<file path="config.mk">
export PLATFORM = sky130hd
export DESIGN_NAME = snake_dir_input
export DESIGN_NICKNAME = d
export VERILOG_FILES = /design/src/rtl/snake_dir_input.sv
export SDC_FILE = /design/constraint.sdc
export NUM_CORES = 1
export LEC_CHECK = 0
export BUFFER_PORTS_ARGS = -buffer_cell sky130_fd_sc_hd__buf_2
export CORE_MARGIN = 1
export CORE_UTILIZATION = 37
export DETAILED_ROUTE_END_ITERATION = 8
export PLACE_DENSITY = 0.52
export SYNTH_ARGS = -nofsm -noshare
export SYNTH_HDL_FRONTEND = slang
export SYNTH_SLANG_ARGS = --single-unit
</file>
<file path="constraint.sdc">
create_clock -name clk -period 3.3 [get_ports clk]
set_input_delay 0.165 -clock clk [delete_from_list [all_inputs] [get_ports clk]]
set_output_delay 0.165 -clock clk [all_outputs]
set_load 0.02 [all_outputs]
</file>
<file path="src/rtl/snake_dir_input.sv">
// snake_dir_input: debounced five-button front end producing a buffered one-hot
// movement bus (one turn per step tick, reversals rejected) and a start strobe.
module snake_dir_input #(
   parameter int DEB_CYCLES = 500000,
   parameter int CNT_W      = 20
) (
   input  logic       clk,
   input  logic       reset,
   input  logic       btn_up,
   input  logic       btn_down,
   input  logic       btn_left,
   input  logic       btn_right,
   input  logic       btn_start,
   input  logic       enable,
   input  logic       step_tick,
   input  logic       clear,
   output logic [3:0] movement,
   output logic       move_changed,
   output logic       pending_valid,
   output logic       start_pulse
);
   logic [4:0]       raw, sync1, sync2, stable, stable_q, press;
   logic [CNT_W-1:0] cnt [5];
   logic [3:0]       pending, cand, opp;
   logic             accept, step;
   assign raw   = {btn_start, btn_right, btn_left, btn_down, btn_up};
   assign press = stable & ~stable_q;
   always_ff @(posedge clk or negedge reset)
      if (!reset) begin
         sync1    <= '0;
         sync2    <= '0;
         stable   <= '0;
         stable_q <= '0;
         for (int i = 0; i < 5; i++) cnt[i] <= '0;
      end else begin
         sync1    <= raw;
         sync2    <= sync1;
         stable_q <= stable;
         for (int i = 0; i < 5; i++)
            if (sync2[i] == stable[i]) cnt[i] <= '0;
            else if (cnt[i] == CNT_W'(DEB_CYCLES - 1)) begin
               stable[i] <= ~stable[i];
               cnt[i]    <= '0;
            end else cnt[i] <= cnt[i] + 1'b1;
      end
   // bit order up,down,left,right: the reverse of each direction is its pair partner
   assign opp    = {movement[2], movement[3], movement[0], movement[1]};
   assign cand   = press[0] ? 4'b0001 : press[1] ? 4'b0010 : press[2] ? 4'b0100 : press[3] ? 4'b1000 : 4'b0000;
   assign accept = enable & ~pending_valid & (|cand) & (cand != movement) & (cand != opp);
   assign step   = enable & step_tick & pending_valid;
   always_ff @(posedge clk or negedge reset)
      if (!reset) begin
         movement      <= '0;
         pending       <= '0;
         pending_valid <= 1'b0;
         move_changed  <= 1'b0;
         start_pulse   <= 1'b0;
      end else begin
         start_pulse <= press[4];
         if (clear) begin
            movement      <= '0;
            pending       <= '0;
            pending_valid <= 1'b0;
            move_changed  <= 1'b0;
         end else begin
            move_changed <= step;
            if (step) begin
               movement      <= pending;
               pending_valid <= 1'b0;
            end else if (accept) begin
               pending       <= cand;
               pending_valid <= 1'b1;
            end
         end
      end
endmodule
</file>
Yosys cells after proc, flatten, opt, wreduce, memory -nomap -nowiden
Index checks and enable logic that the tools add are counted.
- logic and storage cells: 88
- flip-flop bits (word level): 131
- add/subtract/negate cells: 5
- equality and inequality tests: 13
- multiplexer cells: 23
- reductions and logical operators: 10
- bitwise gates (word level): 19
- operators with widths (operator ; count):
    two-way mux 20 bit ; 10
    adder 20 x 1 -> 20 bit, second input constant ; 5
    equality test 20 x 19 -> 1 bit, second input constant ; 5
    two-way mux 4 bit ; 9
    AND reduction 2 bit ; 6
    NOT 1 bit ; 11
    inequality test 4 bit ; 2
    AND 1 bit ; 6
    AND 5 bit ; 1
    equality test 1 bit ; 5
    NOT 5 bit ; 1
    two-way mux 1 bit ; 4
    nonzero test 2 bit ; 2
    OR reduction 4 bit ; 1
    nonzero test 3 bit ; 1
    inequality test 2 bit, second input constant ; 1

Depth between registers and ports, before layout
Gate-level depths: netlist of run 1.
- word-level depth: 13
- mapped depth: 9

Worst setup path before layout of run 1
Ideal clock, no wire load.
- path type: flip-flop to flip-flop
- from: register cnt[26] (netlist bit)
- to: register cnt[37] (netlist bit)
- library setup time: 0.119 ns
- period minus slack after synthesis: 1.854 ns
- arrival: 1.735 ns
- path slack: 1.446 ns
- cell stages (with the launch flop): 9
- data required time: 3.181 ns
- path through: dfrtp_1 -> or4_1 -> nor3_1 -> nand4_1 -> nor4_2 -> or2_1 -> buf_6 -> buf_12 -> nor2_1
- word-level cells in the longest chain between the ends: 3
- ends and longest elaborated chain (element ; RTL line ; RTL):
    from (decl) ; 23 ; logic [CNT_W-1:0] cnt [5];
    from (signal, indexed assignment) ; 44 ; end else cnt[i] <= cnt[i] + 1'b1;
    adder 20 x 1 -> 20 bit or equality test 20 x 19 -> 1 bit (tied branches) ; 44, 41 ;
    two-way mux 20 bit (*) ; 41 ; else if (cnt[i] == CNT_W'(DEB_CYCLES - 1)) begin
    two-way mux 20 bit (*) ; 40 ; if (sync2[i] == stable[i]) cnt[i] <= '0;
Mark *: on every way between the ends. The rest lies on a longest branch, timed or not.
A chain may end at the register's enable or synchronous reset.

Worst setup path in the final report of run 1
- from: register cnt[26] (netlist bit)
- to: register cnt[38] (netlist bit)
Same word-level chain as after synthesis.

==> flow_metrics.env, run 1 <==
export IMPL_outcome="completed"
export IMPL_syn_to_final_growth_pct=14.8
export IMPL_intPower_mw=2.70
export IMPL_syn_inst=580
export IMPL_yosysMostFrequentCell="dfrtp_1"
export IMPL_hp_class="in2reg"
export IMPL_fin_cells=837
export IMPL_cp_data_required_time_ns=3.57
export IMPL_grtUsageTotal_pct=14.7
export IMPL_cts_made_buffers=17
export IMPL_worstPathCellList="or4_1, nor3_1, nand4_1, nor4_2, or2_1, nor2_1"
export IMPL_pin_count=17
export IMPL_power_density_mw_per_mm2=507
export IMPL_first_iter_violations=238
export IMPL_synth_area_leaders="dfrtp_1 55%, xor2_1 7.9%, nor2_1 7.4%"
export IMPL_dieArea_mm2=0.0168
export IMPL_power_switching_mw=0.804
export IMPL_period_minus_slack_ns=2.26
export IMPL_critPathMaxStageDelay_ns=0.56
export IMPL_synth_avg_cell_area_um2=10.4
export IMPL_netlist_top_cells_count="131 x dfrtp_1, 119 x nor2_1, 54 x xor2_1"
export IMPL_clockPowerShare_pct=50.2
export IMPL_switching_share_pct=23.0
export IMPL_syn_nets=595
export IMPL_start_util_pct=37.8
export IMPL_die_y_um=129
export IMPL_viasPerCell=4.76
export IMPL_final_util_pct=43.5
export IMPL_rsz0062_at_grt="false"
export IMPL_h_tree_depth=4
export IMPL_setup_slack_ns=1.04
export IMPL_dp_cells=798
export IMPL_finClkSkew_ns=0.00753
export IMPL_clk_pin_slew_ns=0.06
export IMPL_clk_path_buf_depth=2
export IMPL_antenna_found_initial=1
export IMPL_multi_input_comb_area_mm2=0.00257
export IMPL_tightestPinTransition_ns=0.688
export IMPL_vdd_ir_drop_worst_v=0.000456
export IMPL_combPwrFrac_pct=2.8
export IMPL_end_kind="flop"
export IMPL_fill_cells=1525
export IMPL_syn_area_mm2=0.00601
export IMPL_clock_sinks=131
export IMPL_p_seq_share_pct=47.0
export IMPL_hold_violations=0
export IMPL_yosysWarnings=0
export IMPL_grt_ovfl_total=0
export IMPL_p_leak_nw=3.02
export IMPL_drtAntennaViolNets=0
export IMPL_num_rows=46
export IMPL_ys_seq_area_share_pct=54.5
export IMPL_synth_cell_types=44
export IMPL_ctsRootBufferMaster="clkbuf_16"
export IMPL_tns_ns=0
export IMPL_grt_pass1_wl_um=19100
export IMPL_yosys_area_top_type="dfrtp_1"
export IMPL_final_cell_area_mm2=0.00690
export IMPL_drc=0
export IMPL_dr_total_vias=3981
export IMPL_slew_headroom_pct=53.9
export IMPL_io_buffers=16
export IMPL_seq_area_mm2=0.00328
export IMPL_synth_seq_cells=131
export IMPL_routed_wl_um=10900
export IMPL_layout_worst_path_cycle_share_pct=68.6
export IMPL_async_reset_ff_share_pct=100
export IMPL_arrival_ns=2.54
export IMPL_worstSkewPairLatency_ns=0.42
export IMPL_post_cts_setup_buffers=0
export IMPL_cp_max_fo=19
export IMPL_grt_pass1_vias=4072
export IMPL_fmax_mhz=442
export IMPL_synth_top_area_share_pct=54.5
export IMPL_placed_cell_area_mm2=0.00628
export IMPL_nets=622
export IMPL_setup_viol=0
export IMPL_cp_start_kind="flop"
export IMPL_firstDrtPassIters=4
export IMPL_wl_per_cell_um=13.0
export IMPL_core_area_mm2=0.0159
export IMPL_synth_edff_count=0
export IMPL_drive_gt1_share_pct=9.68
export IMPL_gp_congestion=0.792
export IMPL_hpwl_um=7170
export IMPL_cts_tree="built"
export IMPL_grt_max_degree=70
export IMPL_yosys_most_used_dff="dfrtp_1"
export IMPL_die_x_um=129
export IMPL_cap_violations=0
export IMPL_critical_path_class="reg2reg"
export IMPL_cpMaxStageDelayCell="or2_1"
export IMPL_timing_final_max_slew_violations=0
export IMPL_dp_slack_ns=1.01
worst max-delay path, delay by kind of cell (launching register included):
family	cells	cell delay (ns)
flops	1	0.42
simple gates	6	1.70
area by class of cell:
type	count	area share [%]
Multi-Input combinational cell	420	37.3
Antenna cell	1	0.0363
Timing Repair Buffer	23	2.41
Clock inverter	15	1.96
Clock buffer	17	6.16
Tap cell	216	3.92
Sequential cell	131	47.5
Inverter	14	0.761
registers in the layout, indices dropped and copies added (netlist names):
| name | cells |
|---|---|
| cnt | 100 |
| move_changed | 1 |
| start_pulse | 1 |
| stable | 5 |
| sync1 | 5 |
| stable_q | 5 |
| pending | 4 |
| sync2 | 5 |
| pending_valid | 1 |
| movement | 4 |
per-layer routing:
layer,up-vias,GRT usage (%),wire length (um)
li1,2000,-,-
met1,1926,18.5,5280
met2,39,23.5,5090
met3,16,4.58,316
met4,0,6.09,198
met5,-,0,0
layout by cell type (no fill, tap or decap), types with 6 or more instances in the layout:
cell type,instances
buf_2,15
nor3_1,12
dlygate4sd3_1,6
nand3_1,44
xnor2_1,43
nor4_1,8
nand4_1,18
clkbuf_16,17
nand2_1,32
xor2_1,54
dfrtp_1,131
inv_1,14
nor2_1,119
and3_1,16
power by group through the flow:
stage | sequential (mW) | combinational (mW) | clock [mW]
5_1_grt | 1.65 | 0.117 | 1.88
3_5_place_dp | 1.67 | 0.0973 | 0
2_1_floorplan | 1.67 | 0.0524 | 0
6_report | 1.65 | 0.0979 | 1.76
4_1_cts | 1.65 | 0.104 | 1.81
3_3_place_gp | 1.67 | 0.0941 | 0
cells by family after synthesis:
kind of cell | count (synthesis) | synth area share (%)
xor+xnor | 97 | 14.1
compound gates | 17 | 1.89
simple gates | 292 | 24.1
flops | 131 | 54.5
mux | 9 | 1.60
buf+inv | 29 | 2.68
fa+ha+maj | 5 | 1.04
path summary, 6_finish.rpt:
| kind | startpoint | end | slack, ns | cells after the start |
|---|---|---|---|---|
| max | cnt[26]$_DFF_PN0_ | cnt[38]$_DFF_PN0_ | 1.04 | 6 |
| min | clear | move_changed$_DFF_PN0_ | 0.06 | 2 |
| max reg2reg | cnt[26]$_DFF_PN0_ | cnt[38]$_DFF_PN0_ | 1.04 | 6 |
| min reg2reg | sync1[1]$_DFF_PN0_ | sync2[1]$_DFF_PN0_ | 0.35 | 0 |
| max in group asynchronous | reset | cnt[84]$_DFF_PN0_ | 2.24 | 3 |
| min in group asynchronous | reset | cnt[33]$_DFF_PN0_ | 0.29 | 2 |
metrics by stage:
step,hold WS (ns),total power [mW]
finish,0.0593,3.50
global route,0.0817,3.64
CTS,0.0442,3.56
detailed placement,0.196,1.77
global placement,0.185,1.77
floorplan,-0.131,1.72
what timing repair did:
action	in CTS	in global routing
hold endpoints to repair	67	0
hold buffers	6	0
gates resized for setup	0	0
Power figures use the tool's default switching activity.
==> inputs of run 2 (changes only) <==
ABC_AREA = 1   (was unset)
PLACE_DENSITY = 0.54   (was 0.52)
clock period = 2.06 ns   (was 3.3 ns; I/O delays follow)
==> flow_metrics.env, run 2 <==
export IMPL_end_kind="flop"
export IMPL_final_cell_mix="147 x nor2_1, 131 x dfrtp_1, 130 x nand2_1"
export IMPL_start_util_pct=38.0
export IMPL_fmax_mhz=599
export IMPL_yosys_most_used_dff="dfrtp_1"
export IMPL_worst_r2r_path_depth=8
export IMPL_dieArea_mm2=0.0184
export IMPL_grt_pass1_vias=4918
export IMPL_synth_avg_cell_area_um2=8.40
export IMPL_tns_ns=0
export IMPL_p_leak_nw=3.42
export IMPL_die_x_um=136
export IMPL_mostFrequentLayoutCell="nor2_1"
export IMPL_cts_tree="built"
export IMPL_tightestPinTransition_ns=0.506
export IMPL_wl_per_cell_um=12.3
export IMPL_setup_viol=0
export IMPL_ys_seq_area_share_pct=49.7
export IMPL_syn_nets=801
export IMPL_outcome="completed"
export IMPL_syn_to_final_growth_pct=16.8
export IMPL_power_density_mw_per_mm2=785
export IMPL_period_minus_slack_ns=1.67
export IMPL_largest_reg_flops=100
export IMPL_worst_r2r_endpoint="cnt[30]$_DFF_PN0_"
export IMPL_cp_max_fo=9
export IMPL_pin_count=17
export IMPL_grt_max_degree=53
export IMPL_worstSkewPairLatency_ns=0.42
export IMPL_hold_violations=0
export IMPL_arrival_ns=2.01
export IMPL_hp_class="in2reg"
export IMPL_synth_seq_cells=131
export IMPL_holdPathEnd="move_changed$_DFF_PN0_"
export IMPL_slew_headroom_pct=66.3
export IMPL_timing_final_max_slew_violations=0
export IMPL_vdd_ir_drop_worst_v=0.000549
export IMPL_io_buffers=16
export IMPL_rsz0062_at_grt="false"
export IMPL_gp_congestion=0.837
export IMPL_ctsRootBufferMaster="clkbuf_16"
export IMPL_cts_made_buffers=17
export IMPL_grtUsageTotal_pct=16.1
export IMPL_cp_start_kind="flop"
export IMPL_syn_area_mm2=0.00660
export IMPL_finClkSkew_ns=0.00702
export IMPL_clk_pin_slew_ns=0.06
export IMPL_cp_data_required_time_ns=2.40
export IMPL_hpwl_um=9230
export IMPL_core_area_mm2=0.0174
export IMPL_routed_wl_um=13100
export IMPL_synth_edff_count=0
export IMPL_grt_pass1_wl_um=23200
export IMPL_drc=0
export IMPL_diodes=0
export IMPL_syn_inst=786
export IMPL_yosys_area_top_type="dfrtp_1"
export IMPL_num_rows=48
export IMPL_dp_slack_ns=0.373
export IMPL_netlist_top_cells_count="147 x nor2_1, 131 x dfrtp_1, 130 x nand2_1"
export IMPL_synth_area_leaders="dfrtp_1 50%, nor2_1 8.4%, nand2_1 7.4%"
export IMPL_layout_worst_path_cycle_share_pct=81.1
export IMPL_regMostFlops="cnt"
export IMPL_clk_path_buf_depth=2
export IMPL_r2r_start="cnt[20]$_DFF_PN0_"
export IMPL_yosysMostFrequentCell="nor2_1"
export IMPL_clock_sinks=131
export IMPL_async_reset_ff_share_pct=100
export IMPL_synth_cell_types=35
export IMPL_setup_slack_ns=0.389
export IMPL_grt_ovfl_total=0
export IMPL_firstDrtPassIters=5
export IMPL_drtAntennaViolNets=0
export IMPL_h_tree_depth=4
export IMPL_drive_gt1_share_pct=13.0
export IMPL_dr_total_vias=5043
export IMPL_hold_depth=3
export IMPL_reg2reg_slack_ns=0.39
export IMPL_die_y_um=136
export IMPL_cap_violations=0
export IMPL_first_iter_violations=294
export IMPL_final_util_pct=44.4
export IMPL_synth_top_area_share_pct=49.7
export IMPL_critical_path_class="reg2reg"
export IMPL_nets=842
export IMPL_yosysWarnings=0
export IMPL_viasPerCell=4.74
export IMPL_antenna_found_initial=0
export IMPL_min_from="step_tick"
run 2: changes by cell type after synthesis, sizes merged, moves of 22 or more:
cell   previous run  this run
o21ai             3        30
nand2            33       147
inv              14        92
nor2            119       166
a21oi             4        26
xnor2            43         6
run 2: kinds of logic after synthesis:
kind of cell / share of synthesized area (%)
XOR/XNOR: 5.97
AO/OA/AOI/OAI: 5.25
buffers and inverters: 5.52
flip-flops: 49.7
AND/OR/NAND/NOR: 32.3
adder cells (fa/ha/maj): 0.948
multiplexers: 0.341
run 2: worst max-delay path: stages, from the launching register on:
cell and delay, ns:
dfrtp_1 0.42, ha_1 0.24, nand2_2 0.11, nor2_4 0.06
nand3_1 0.12, nand2_1 0.15, inv_1 0.25, o21ai_0 0.14
a21oi_1 0.13
run 2: layout make-up:
type                       instances  area [um^2]
inverter                          92          345
timing repair buffer              26          204
clock buffer                      21          470
multi-input combinational        559         2960
clock inverter                    11          174
fill                            1711         9650
tap                              225          282
sequential                       131         3280
run 2: worst max path at each step:
stage / from / end / slack (ns) / cells after the start
6_report: cnt[20]$_DFF_PN0_ / cnt[30]$_DFF_PN0_ / 0.39 / 8
5_1_grt: cnt[20]$_DFF_PN0_ / cnt[30]$_DFF_PN0_ / 0.14 / 8
4_1_cts: cnt[20]$_DFF_PN0_ / cnt[30]$_DFF_PN0_ / 0.38 / 8
3_5_place_dp: cnt[20]$_DFF_PN0_ / cnt[30]$_DFF_PN0_ / 0.37 / 8
3_3_place_gp: cnt[27]$_DFF_PN0_ / cnt[30]$_DFF_PN0_ / 0.39 / 8
2_1_floorplan: cnt[20]$_DFF_PN0_ / cnt[38]$_DFF_PN0_ / 0.58 / 10
run 2: layer usage:
| metal | share of wire, % | vias to the layer above | global-route usage [%] |
|---|---|---|---|
| met5 | 0 | - | 0 |
| met1 | 51 | 2339 | 22.0 |
| met3 | 3.0 | 10 | 4.30 |
| li1 | - | 2627 | - |
| met2 | 45 | 67 | 24.5 |
| met4 | 0.96 | 0 | 5.87 |
run 2: where the power goes:
part | internal [mW] | switching (mW) | leakage [nW]
clock network | 2.13 | 1.12 | 0.306
logic | 0.0545 | 0.120 | 1.32
registers | 2.61 | 0.0209 | 1.79
run 2: repair_timing:
| item | CTS | global route |
|---|---|---|
| hold endpoints to repair | 56 | 0 |
| hold buffers | 7 | 0 |
| resized for setup | 0 | 0 |
| setup buffers | 0 | 0 |
run 2: stage by stage:
step / hold WS, ns / power, mW / instance area (um^2) / cells
floorplan: -0.193 / 2.75 / 6600 / 786
global placement: 0.0977 / 2.85 / 7000 / 1026
detailed placement: 0.101 / 2.85 / 7000 / 1026
CTS: 0.0311 / 6.16 / 7710 / 1065
global route: 0.0568 / 6.29 / 7710 / 1065
finish: 0.0663 / 6.05 / 7710 / 1065
